===== src/rtl/light_safety_monitor.sv =====
// light_safety_monitor
//
// Sits between the traffic-light controller and the physical lamp drivers.
// Every cycle the controller codes are registered into in_a/in_b and checked
// for illegal (non one-hot) codes, conflicting right-of-way and stuck
// patterns. Any fault replaces the lamps with a flashing failsafe pattern
// until an operator clear is accepted. After the clear, all-red is held for
// a recovery interval before pass-through resumes.
//
// Optional build macro:
//   LAMP_FAULT_RED_EN  - failsafe flash uses red (3'b100) instead of
//                        yellow (3'b010); timing is identical.
//
// Ports:
//   clk         in   system clock, rising edge
//   rst         in   synchronous active-high reset
//   street_a    in   [2:0] controller lamp code street A {red,yellow,green}
//   street_b    in   [2:0] controller lamp code street B
//   fault_clr   in   operator clear (pulse or level)
//   lamp_a      out  [2:0] registered lamp drive street A
//   lamp_b      out  [2:0] registered lamp drive street B
//   fault       out  high while in FAULT
//   fault_code  out  [1:0] cause of first fault: 0 none, 1 illegal,
//                    2 conflict, 3 stuck

module light_safety_monitor #(
    parameter int BLINK_DIV   = 25000000,
    parameter int WDOG_MAX    = 100000000,
    parameter int RECOVER_CYC = 50000000
) (
    input  logic       clk,
    input  logic       rst,
    input  logic [2:0] street_a,
    input  logic [2:0] street_b,
    input  logic       fault_clr,
    output logic [2:0] lamp_a,
    output logic [2:0] lamp_b,
    output logic       fault,
    output logic [1:0] fault_code
);

    localparam int BLINK_W = $clog2(BLINK_DIV) + 1;
    localparam int WDOG_W  = $clog2(WDOG_MAX) + 1;
    localparam int REC_W   = $clog2(RECOVER_CYC) + 1;

    localparam logic [BLINK_W-1:0] BLINK_LAST = BLINK_W'(BLINK_DIV - 1);
    localparam logic [WDOG_W-1:0]  WDOG_LIMIT = WDOG_W'(WDOG_MAX);
    localparam logic [REC_W-1:0]   REC_LAST   = REC_W'(RECOVER_CYC - 1);

    localparam logic [2:0] ALL_RED  = 3'b100;
    localparam logic [2:0] LAMP_OFF = 3'b000;
`ifdef LAMP_FAULT_RED_EN
    localparam logic [2:0] FLASH_ON = 3'b100;
`else
    localparam logic [2:0] FLASH_ON = 3'b010;
`endif

    localparam logic [1:0] CODE_NONE     = 2'd0;
    localparam logic [1:0] CODE_ILLEGAL  = 2'd1;
    localparam logic [1:0] CODE_CONFLICT = 2'd2;
    localparam logic [1:0] CODE_STUCK    = 2'd3;

    typedef enum logic [1:0] {
        ST_NORMAL,
        ST_FAULT,
        ST_RECOVER
    } state_t;

    state_t             state, state_n;
    logic [2:0]         in_a, in_b;
    logic [WDOG_W-1:0]  wdog_cnt;
    logic [BLINK_W-1:0] blink_cnt, blink_cnt_n;
    logic               blink_on, blink_on_n;
    logic [REC_W-1:0]   rec_cnt, rec_cnt_n;
    logic [2:0]         lamp_a_n, lamp_b_n;
    logic               fault_n;
    logic [1:0]         fault_code_n;

    logic               chk_illegal, chk_conflict, chk_stuck, chk_any;
    logic [1:0]         chk_cause;

    // Input capture and watchdog. The watchdog compares the value about to
    // be captured with the one currently held, so wdog_cnt always tells how
    // many consecutive repeats the pattern now in in_a/in_b has had.
    always_ff @(posedge clk) begin
        if (rst) begin
            in_a     <= ALL_RED;
            in_b     <= ALL_RED;
            wdog_cnt <= '0;
        end else begin
            in_a <= street_a;
            in_b <= street_b;
            if ({street_a, street_b} != {in_a, in_b}) begin
                wdog_cnt <= '0;
            end else if (wdog_cnt != WDOG_LIMIT) begin
                wdog_cnt <= wdog_cnt + WDOG_W'(1);
            end
        end
    end

    // Checks on the registered pattern; illegal wins over conflict, which
    // wins over stuck.
    always_comb begin
        chk_illegal  = !$onehot(in_a) || !$onehot(in_b);
        chk_conflict = (in_a != ALL_RED) && (in_b != ALL_RED);
        chk_stuck    = (wdog_cnt == WDOG_LIMIT);
        chk_any      = chk_illegal || chk_conflict || chk_stuck;
        chk_cause    = CODE_NONE;
        if (chk_illegal) begin
            chk_cause = CODE_ILLEGAL;
        end else if (chk_conflict) begin
            chk_cause = CODE_CONFLICT;
        end else if (chk_stuck) begin
            chk_cause = CODE_STUCK;
        end
    end

    // State register plus all registered outputs and counters.
    always_ff @(posedge clk) begin
        if (rst) begin
            state      <= ST_NORMAL;
            lamp_a     <= ALL_RED;
            lamp_b     <= ALL_RED;
            fault      <= 1'b0;
            fault_code <= CODE_NONE;
            blink_cnt  <= '0;
            blink_on   <= 1'b0;
            rec_cnt    <= '0;
        end else begin
            state      <= state_n;
            lamp_a     <= lamp_a_n;
            lamp_b     <= lamp_b_n;
            fault      <= fault_n;
            fault_code <= fault_code_n;
            blink_cnt  <= blink_cnt_n;
            blink_on   <= blink_on_n;
            rec_cnt    <= rec_cnt_n;
        end
    end

    // Next-state logic. Fault entry loads the lit flash pattern on the same
    // edge, so a faulty pattern never reaches the lamps. blink_cnt counts
    // cycles already spent in the current flash half-period.
    always_comb begin
        state_n      = state;
        lamp_a_n     = lamp_a;
        lamp_b_n     = lamp_b;
        fault_n      = fault;
        fault_code_n = fault_code;
        blink_cnt_n  = blink_cnt;
        blink_on_n   = blink_on;
        rec_cnt_n    = rec_cnt;

        case (state)
            ST_NORMAL: begin
                if (chk_any) begin
                    state_n      = ST_FAULT;
                    fault_n      = 1'b1;
                    fault_code_n = chk_cause;
                    lamp_a_n     = FLASH_ON;
                    lamp_b_n     = FLASH_ON;
                    blink_cnt_n  = '0;
                    blink_on_n   = 1'b1;
                end else begin
                    lamp_a_n = in_a;
                    lamp_b_n = in_b;
                end
            end

            ST_FAULT: begin
                if (fault_clr && !chk_any) begin
                    state_n      = ST_RECOVER;
                    fault_n      = 1'b0;
                    fault_code_n = CODE_NONE;
                    lamp_a_n     = ALL_RED;
                    lamp_b_n     = ALL_RED;
                    rec_cnt_n    = '0;
                end else begin
                    if (blink_cnt == BLINK_LAST) begin
                        blink_cnt_n = '0;
                        blink_on_n  = !blink_on;
                    end else begin
                        blink_cnt_n = blink_cnt + BLINK_W'(1);
                    end
                    lamp_a_n = blink_on_n ? FLASH_ON : LAMP_OFF;
                    lamp_b_n = blink_on_n ? FLASH_ON : LAMP_OFF;
                end
            end

            ST_RECOVER: begin
                if (chk_any) begin
                    state_n      = ST_FAULT;
                    fault_n      = 1'b1;
                    fault_code_n = chk_cause;
                    lamp_a_n     = FLASH_ON;
                    lamp_b_n     = FLASH_ON;
                    blink_cnt_n  = '0;
                    blink_on_n   = 1'b1;
                end else if (rec_cnt == REC_LAST) begin
                    state_n  = ST_NORMAL;
                    lamp_a_n = in_a;
                    lamp_b_n = in_b;
                end else begin
                    rec_cnt_n = rec_cnt + REC_W'(1);
                    lamp_a_n  = ALL_RED;
                    lamp_b_n  = ALL_RED;
                end
            end

            default: begin
                state_n = ST_NORMAL;
            end
        endcase
    end

endmodule


===== config.mk =====
export PLATFORM = sky130hd
export DESIGN_NAME = light_safety_monitor
export DESIGN_NICKNAME = d
export VERILOG_FILES = /design/src/rtl/light_safety_monitor.sv
export SDC_FILE = /design/constraint.sdc
export NUM_CORES = 1
export LEC_CHECK = 0
export ABC_AREA = 1
export CORE_ASPECT_RATIO = 1.5
export CORE_MARGIN = 2
export CORE_UTILIZATION = 30
export CTS_CLUSTER_SIZE = 30
export DETAILED_ROUTE_END_ITERATION = 10
export GPL_ROUTABILITY_DRIVEN = 0
export HOLD_SLACK_MARGIN = 0.03
export PLACE_DENSITY = 0.55
export SLEW_MARGIN = 20
export SYNTH_ARGS = -nofsm -noshare
export SYNTH_HDL_FRONTEND = slang
export SYNTH_SLANG_ARGS = --single-unit

===== constraint.sdc =====
create_clock -name clk -period 3.95 [get_ports clk]
set_input_delay 0.79 -clock clk [delete_from_list [all_inputs] [get_ports clk]]
set_output_delay 0.79 -clock clk [all_outputs]
set_load 0.02 [all_outputs]

==> results.md, run 1 <==
* Initial antenna violation count at 0
* Startpoint Class: flop
* I/O pin total at 18
* Sequential share of the synthesized area at between 20% and 30%
* Data arrival time of the worst path at around 2.9 ns
* Drt total wl at between 15 and 20 mm
* Clock Latency Late Sink at between 0.3 and 0.4 ns
* Number of nets in the final layout at 1089
* Post-synth EDFFs at 0
* Die Span X at 126 um
* Commonest cells after routing, fill and taps aside: nand2_1, nor2_1, dfxtp_1, nand3_1, inv_1
* Number of DRC markers in iteration 0 at approximately 200
* Period utilisation layout at about 67%
* Hold crit path type: flop to flop
* Antenna Cells at 0
* Synth Flop Type: dfxtp_1
* Peak supply drop at roughly 0.20 mV
* Critical Path Source: in_a[2]
* Syn_nets at 1087
* Async S/R FF share, synth at 0%
* Clock skew at approximately 0.012 ns
* Largest net degree at the start of global routing at 66
* Clk slew on worst S/H paths at 0.08 ns
* Commonest non-fill, non-tap cell in the layout: nand2_1
* Synth area leaders: dfxtp_1, nand2_1, nor2_1, nand3_1, inv_1
* Drt wl/cell at between 10 and 15 um
* Relative slew margins at a little under half
* Kind of critical path: flop to flop
* CTS resizes at 0
* Clk root buf: clkbuf_16
* Synth Register Bits at slightly below 100
* Htree depth at 3
* First-pass GRT wire length at approximately 29 mm
* Hold_sp: lamp_b[2]
* ANT nets after route at 0
* Worst R2R Start: in_a[2]
* Area delta synth->final at 9.43%
* Worst Hold Depth at 2
* Die ar. at between 20000 and 25000 um^2
* Final min period at 2.65 ns
* Post-route design area at about 7300 um^2
* Worst setup path endpoint: rec_cnt[26]
* Unrepaired setup endpoints after global routing: no
* Finished Layout Cells at approximately 1300
* DP HPWL at between 10 and 15 mm
* R2R depth at 12
* Core Region at 21700 um^2
* Worst slew pin tran at just under 0.8 ns
* CP max FO at 34
* Lkg Pwr at ~2.4 nW
* CTS sink count at 99
* Area after DPL at 7010 um^2
* Hold buffers post-CTS at 0
* WP data required at about 4.2 ns
* Fraction of layout cells with a size suffix above 1 at 10.6%
* Num CTS Buffers at 9
* Total power at approximately 2.3 mW
* Final hold viol count at 0
* Die H at between 150 and 200 um
* Maximum clock path buffer count at 2
* Mapped cell area at about 6700 um^2
* Setup Total Neg Slack at 0 ns
* Placed cells at 1331
* Worst setup EP type: flop
* Routed vias/inst at approximately 4.7
* Status: completed
* Count of cell types in the netlist at 43
* CTS tree: yes
* Achievable clock frequency at 378 MHz
* Port bufs at 17
* GR Overflow Total at 0
* Initial Utilization at between 30 and 40%
* Rows at 66
* R2R Setup Slk at ~1.3 ns
* Max-Cap Viols at 0
* Setup Viol. Count Final at 0
* Vias in the first global route at 6087
* Synth Instances at 1068
* Area leader, netlist: dfxtp_1
* First-pass iteration count of the detailed router at 4
* YS warnings at 0
* Hold WS at between 0.4 and 0.5 ns
* Tot GR Track Use at 14.8%
* Final Max Tran Viols at 0
* DRC Markers at 0
* Mean area per synthesized cell at a little over 6 um^2
* Pwr/cell area at a little over 300 nW/um^2
* Worst R2R End: rec_cnt[26]
* Share of the synthesized area in the top cell type at 29.7%
* Vias at about 6400
* Setup repair bufs after CTS at 0
registers in the layout (all words and copies together), names as in the netlist:
signal,cells
blink_on,1
blink_cnt,26
rec_cnt,27
in_a,3
state,2
fault,1
lamp_a,3
fault_code,2
in_b,3
lamp_b,3
wdog_cnt,28
layer usage:
| metal | global-route usage (%) | up-vias | share of wire (%) |
|---|---|---|---|
| li1 | - | 3392 | - |
| met1 | 16.1 | 2875 | 42 |
| met2 | 27.4 | 65 | 53 |
| met3 | 2.21 | 39 | 1.8 |
| met4 | 7.69 | 0 | 4.2 |
| met5 | 0 | - | 0 |
report_power, final:
group / total, mW / switching [mW] / leakage [nW] / internal [mW]
clock network: 0.857 / 0.422 / 0.128 / 0.435
logic: 0.357 / 0.258 / 1.49 / 0.0988
registers: 1.05 / 0.0251 / 0.802 / 1.02
how the worst min path moves through the flow:
stage                   endpoint
finish                 lamp_b[2]
CTS                    lamp_b[2]
floorplan            rec_cnt[26]
global placement       lamp_b[2]
global route        wdog_cnt[19]
detailed placement     lamp_b[2]
synth_stat cells (2+ instances only):
library cell,count
a211oi_1,3
a21oi_1,56
a21oi_2,12
buf_2,7
buf_6,6
clkbuf_1,13
dfxtp_1,99
fa_1,2
ha_1,8
inv_1,84
inv_2,15
nand2_1,315
nand2_2,18
nand2_4,5
nand3_1,85
nand3_2,26
nand3b_1,2
nand4_1,13
nor2_1,213
nor2_2,2
nor2_4,5
nor2_8,2
nor3_1,19
nor3b_1,7
nor3b_2,2
o21ai_0,7
o21bai_1,5
or2_2,5
xnor2_1,9
xor2_1,10
logic make-up (layout without fill, tap and decap cells):
kind of cell    after synthesis  count (layout)  share of synthesized area [%]
flops                        99              99                           29.7
fa+ha+maj                    10              10                           2.10
compound gates               86              86                           7.57
buf+inv                     130             136                           8.37
simple gates                724             724                           49.7
xor+xnor                     19              19                           2.50
critical path, stage by stage (launching register included):
cell and delay, ns:
dfxtp_1 0.37, inv_1 0.10, fa_1 0.44, nor2_1 0.11
nand3_1 0.07, inv_1 0.10, nand2_2 0.11, inv_2 0.14
nand3_2 0.12, nand2_4 0.42, nand2_4 0.30, nand2_1 0.14
a21oi_1 0.06
layout make-up:
cell class | instances | area, um^2
Clock inverter | 5 | 48.8
Inverter | 101 | 380
Timing Repair Buffer | 20 | 188
Multi-Input combinational cell | 839 | 4120
Sequential cell | 99 | 1980
Tap cell | 272 | 340
Fill cell | 2377 | 14400
Clock buffer | 10 | 229
per-stage QoR:
step	util [%]	setup WS, ns
5_1_grt	33.6	0.986
4_1_cts	33.6	1.25
2_1_floorplan	-	1.86
3_3_place_gp	32.3	1.25
3_5_place_dp	32.3	1.24
6_report	33.6	1.30
(Power assumes the default switching activity.)
==> run 2: changes to the inputs <==
--- a/config.mk
+++ b/config.mk
@@ -13,7 +13,7 @@
 export DETAILED_ROUTE_END_ITERATION = 10
 export GPL_ROUTABILITY_DRIVEN = 0
 export HOLD_SLACK_MARGIN = 0.03
-export PLACE_DENSITY = 0.55
+export PLACE_DENSITY = 0.56
 export SLEW_MARGIN = 20
 export SYNTH_ARGS = -nofsm -noshare
 export SYNTH_HDL_FRONTEND = slang
==> constraint.sdc (replaced) <==
create_clock -name clk -period 2.19 [get_ports clk]
set_input_delay 0.438 -clock clk [delete_from_list [all_inputs] [get_ports clk]]
set_output_delay 0.438 -clock clk [all_outputs]
set_load 0.02 [all_outputs]
==> results.md, run 2 (same netlist as run 1, synthesis figures left out) <==
* Total power at roughly 4.8 mW
* Num CTS Buffers at 9
* Routed vias/inst at between 4 and 5
* Hold buffers post-CTS at 0
* Port bufs at 17
* Number of DRC markers in iteration 0 at 248
* Largest net degree at the start of global routing at 66
* CP max stage delay at around 0.46 ns
* Pint at 3.31 mW
* Sw frac at 30.8%
* Final Max Tran Viols at 0
* Clock Latency Late Sink at between 0.3 and 0.4 ns
* First-pass GRT wire length at between 30 and 40 mm
* CP max FO at 8
* Delay-heaviest family, CP: simple AND/OR/NAND/NOR gates
* Pre-CTS setup slack at -0.00544 ns
* Worst setup EP type: flop
* Achievable clock frequency at approximately 480 MHz
* Clk root buf: clkbuf_16
* Initial Utilization at slightly above 30%
* Vias in the first global route at around 6400
* Largest regs: wdog_cnt: 28 flops, rec_cnt: 27 flops, blink_cnt: 26 flops
* Final min period at 2.10 ns
* First-pass iteration count of the detailed router at 6
* Pwr/cell area at between 500 and 600 nW/um^2
* Period utilisation layout at between 90% and 100%
* Finished Layout Cells at roughly 1400
* Comb pwr share at between 20% and 30%
* Rows at 66
* Crit-path slowest cell: fa_1
* Max-Cap Viols at 0
* Die H at between 150 and 200 um
* Unrepaired setup endpoints after global routing: yes
* Seq pwr share at between 30 and 40%
* Die ar. at 23400 um^2
* Fraction of layout cells with a size suffix above 1 at between 15 and 20%
* Worst-path cell chain: inv_2 > fa_1 > nor2_1 > nand3_1 > inv_2 > nand2_4 > inv_6 > nand3_4 > nand2_8 > clkbuf_16 > nand3_2 > a21oi_1
* Final hold viol count at 0
* Antenna Cells at 0
* Final Worst Setup Slack at around 0.090 ns
* ANT nets after route at 0
* Placed cells at 1368
* Lkg Pwr at roughly 2.8 nW
* Drt total wl at 18.7 mm
* Worst slew pin tran at about 0.82 ns
* Startpoint Class: flop
* Clock share of power at roughly two fifths
* Net Sw Power at 1.47 mW
* Vias at between 6000 and 7000
* Setup Total Neg Slack at 0 ns
* Clk slew on worst S/H paths at 0.08 ns
* Data arrival time of the worst path at 2.38 ns
* Die Span X at between 100 and 150 um
* CP Buf/Inv Count at 4
* Largest register by flop count: wdog_cnt
* Core Region at approximately 22000 um^2
* WP data required at around 2.5 ns
* DP HPWL at approximately 13 mm
* I/O pin total at 18
* Area delta synth->final at 20.3%
* Tot GR Track Use at 15.9%
* Commonest cells after routing, fill and taps aside: nand2_1, nor2_1, dfxtp_1, inv_1, nand3_1
* Relative slew margins at approximately 45%
* Flip-flop count of the largest register after layout at 28
* Most frequent CP cell: inv_2
* Maximum clock path buffer count at 2
* CTS tree: yes
* Hold crit path type: flop to flop
* Status: completed
* CTS sink count at 99
* Drt wl/cell at around 13 um
* Setup Viol. Count Final at 0
* Clock skew at 0.0138 ns
* DRC Markers at 0
* Htree depth at 3
* Peak supply drop at 0.420 mV
* Number of nets in the final layout at around 1100
* Kind of critical path: flop to flop
* Initial antenna violation count at 0
* GR Overflow Total at 0
* Commonest non-fill, non-tap cell in the layout: nand2_1
==> run 2: layout make-up <==
| cell class | instances | area [um^2] |
|---|---|---|
| Tap cell | 272 | 340 |
| Multi-Input combinational cell | 840 | 4240 |
| Clock inverter | 6 | 105 |
| Timing Repair Buffer | 66 | 714 |
| Sequential cell | 99 | 1990 |
| Inverter | 101 | 389 |
| Fill cell | 2375 | 13700 |
| Clock buffer | 10 | 239 |
==> run 2: through the flow <==
step	utilization, %	area [um^2]	hold slack [ns]
detailed placement	33.9	7350	0.476
finish	36.9	8020	0.489
floorplan	-	6660	0.452
global placement	33.9	7350	0.468
CTS	35.7	7750	0.488
global route	36.9	8020	0.512
==> run 2: power by group through the flow <==
stage	clock [mW]	sequential [mW]	combinational [mW]
floorplan	0	1.95	0.503
global placement	0	1.92	0.787
detailed placement	0	1.92	0.790
CTS	1.92	1.88	0.852
global route	1.98	1.89	1.09
finish	1.88	1.88	1.01
==> run 2: worst paths after layout <==
path	start	end	slack, ns	depth (start not counted)
setup / recovery	in_b[0]	rec_cnt[20]	0.09	12
setup reg to reg	in_b[0]	rec_cnt[20]	0.09	12
hold / removal	rec_cnt[26]	rec_cnt[26]	0.49	2
hold reg to reg	rec_cnt[26]	rec_cnt[26]	0.49	2
==> run 2: worst reg2reg max path, cell delays in order, from the launching register on <==
cell	delay, ns
dfxtp_2	0.34
inv_2	0.04
fa_1	0.46
nor2_1	0.11
nand3_1	0.10
inv_2	0.08
nand2_4	0.08
inv_6	0.10
nand3_4	0.11
nand2_8	0.18
clkbuf_16	0.20
nand3_2	0.07
a21oi_1	0.15
==> run 2: what timing repair did <==
item                                    in CTS  in global routing
cloned                                       1                  5
setup buffers                                0                  4
pin swaps                                    0                  9
hold endpoints to repair                     0                  0
gates resized for setup                      6                 27
endpoints found under the setup margin      29                 60
==> run 2: metal layers <==
| layer | share of wire [%] | track usage [%] | up-vias |
|---|---|---|---|
| met5 | 0 | 0 | - |
| met4 | 3.7 | 7.86 | 0 |
| met3 | 2.6 | 1.81 | 43 |
| met2 | 53 | 30.0 | 110 |
| met1 | 41 | 17.2 | 3064 |
| li1 | - | - | 3489 |
==> RTL change (flow settings as in run 1) <==
Make the reset (`rst`) asynchronous in 2 clocked blocks. Comments in the files are not updated.
--- a/src/rtl/light_safety_monitor.sv
+++ b/src/rtl/light_safety_monitor.sv
@@ -84,3 +84,3 @@
     // many consecutive repeats the pattern now in in_a/in_b has had.
-    always_ff @(posedge clk) begin
+    always_ff @(posedge clk or posedge rst) begin
         if (rst) begin
@@ -118,3 +118,3 @@
     // State register plus all registered outputs and counters.
-    always_ff @(posedge clk) begin
+    always_ff @(posedge clk or posedge rst) begin
         if (rst) begin
Behaviour: differs if rst is asserted again (counterexample within 4 cycles, from zero or initial values and one cycle with rst high); with rst held inactive, the same outputs for 10 cycles.
==> RTL change against run 1 <==
  * Count of clock-buffer cells in the layout is 1 higher
  * Sequential cell count stayed put
  * Via count is 7.4% lower
  * Routed wire length is 1.3% higher
  * Cell area stayed put
  * Worst setup slack worse by 77 ps
  * Synthesized area is 0.71% lower
  * Cell count is 6.9% lower
Power is not compared: it rests on default switching activity, and its combinational part moved more than twofold at a synthesized area within 25%.
==> RTL change: results (changes against run 1) <==
Skew final: 14.9 ps (+3.29 ps)
Number of global-route vias before repair: 5885 (-3.3%)
Synthesized Nets: 988 (-9.1%)
Sequential area share after synthesis: 37.5% (+7.8 points)
Clk buf depth: 2 (unchanged)
DPL Wire Length: 13000 µm (+2.9%)
Asr flop ratio synth: 100% (+100 points)
RR Startpoint: state[0]
Clock transition at the registers of the reported paths: 70 ps
Final wirelength: 17300 µm (+1.3%)
Via density: 4.71 (-0.50%)
Fraction of layout cells with a size suffix above 1: 5.40% (-5.2 points)
Antenna violations before repair: 0 (unchanged)
Fin Hold WS: 486 ps (+1.58 ps)
Final Hold Viols: 0 (unchanged)
Synth Flop Type: dfrtp_1
CTS resizes: 0 (unchanged)
Reg2Reg Setup Slack: 1230 ps (-80 ps)
CP peak stage delay: 470 ps (+30 ps)
Number of CTS-inserted buffers: 9 (unchanged)
Gr usage total: 15.6% (+0.79 points)
Status: completed
Synth unique cells: 40 (-7.0%)
Min-delay worst type: flip-flop to flip-flop
Met1 Track Usage GR: 16.7% (+0.60 points)
Fillers: 2388 (+0.46%)
First drt pass iteration count: 4 (unchanged)
Port bufs: 17 (unchanged)
Drt initial violations: 295 (+43%)
Max IR drop VDD: 0.228 mV
Fin nets: 995 (-8.6%)
Largest net degree at the start of global routing: 60 (-9.1%)
Met3 Resource Use GR: 2.62% (+0.41 points)
Ys Warns: 0 (unchanged)
Critical path's slowest cell: nor2_1
Commonest cells in the netlist: 303 x nand2_1, 148 x nor2_1, 96 x inv_1, 96 x nand3_1, 95 x dfrtp_1
Min setup slack post-route: 1230 ps (-77.3 ps)
Synth area leaders: dfrtp_1 36%, nand2_1 17%, nor2_1 8.4%, nand3_1 7.3%, inv_1 5.4%
CP arrival: 2960 ps (+110 ps)
Crit-path max FO: 40 (+18%)
GR met2 Demand/Resource: 30.0% (+2.7 points)
Slew HR: 44.8% (-3.1 points)
Hold wc startpoint: lamp_b[1]
ANT cells: 0 (unchanged)
First-pass GRT wire length: 29000 µm (+1.5%)
==> RTL change: changes by cell type after synthesis, moves of 17 or more <==
cell and delta:
nor2_1 -65, xor2_1 +17, nand3_2 -25, dfrtp_1 +95
o21ai_0 +25, a21oi_1 -30, dfxtp_1 -99
==> RTL change: tightest hold or removal path, delay by kind of cell, from the launching register on <==
family,cells,cell delay (ps)
flip-flops,1,350
AND/OR/NAND/NOR,2,110
==> RTL change: through the flow <==
| stage | utilization (%) | total power (µW) | cells | cell area [µm²] |
|---|---|---|---|---|
| global placement | 32.3 | 2020 | 1237 | 6990 |
| CTS | 33.7 | 2960 | 1253 | 7290 |
| detailed placement | 32.3 | 2020 | 1237 | 6990 |
| global route | 33.7 | 3090 | 1253 | 7290 |
| finish | 33.7 | 2900 | 1253 | 7290 |
| floorplan | - | 1830 | 969 | 6620 |
==> RTL change: kinds of logic (layout without fill, tap and decap cells) <==
kind of cell    after synthesis  after routing  share of synthesized area, %
simple gates                635            635                          41.8
fa+ha+maj                    10             10                          2.12
xor+xnor                     37             37                          4.90
flops                        99             99                          37.5
compound gates               62             62                          4.99
buf+inv                     126            138                          8.68
==> RTL change: where the power goes <==
group          leakage [µW]  total, µW  internal (µW)  switching [µW]
Combinational       0.00170        829            233             596
Sequential          0.00134       1150           1080            63.8
Clock              0.000146        926            512             414
==> RTL change: cell type report <==
type                    instances  share of cell area (%)
multi-input cells             744                    48.8
flip-flops and latches         99                    34.0
inverters                     102                    5.51
well taps                     272                    4.67
clock buffers                  11                    3.33
repair buffers                 20                    2.81
clock inverters                 5                   0.824
==> RTL change: worst paths after layout <==
path | endpoint | cells past startpoint
min | lamp_b[1] | 2
max in group asynchronous | in_a[2] | 3
max | blink_cnt[1] | 10
max reg2reg | blink_cnt[1] | 10
min in group asynchronous | wdog_cnt[9] | 2
min reg2reg | lamp_b[1] | 2
==> RTL change: metal layers <==
metal	up-vias	routed length (µm)
met2	63	9320
li1	3080	-
met3	31	294
met5	-	0
met4	0	502
met1	2727	7130
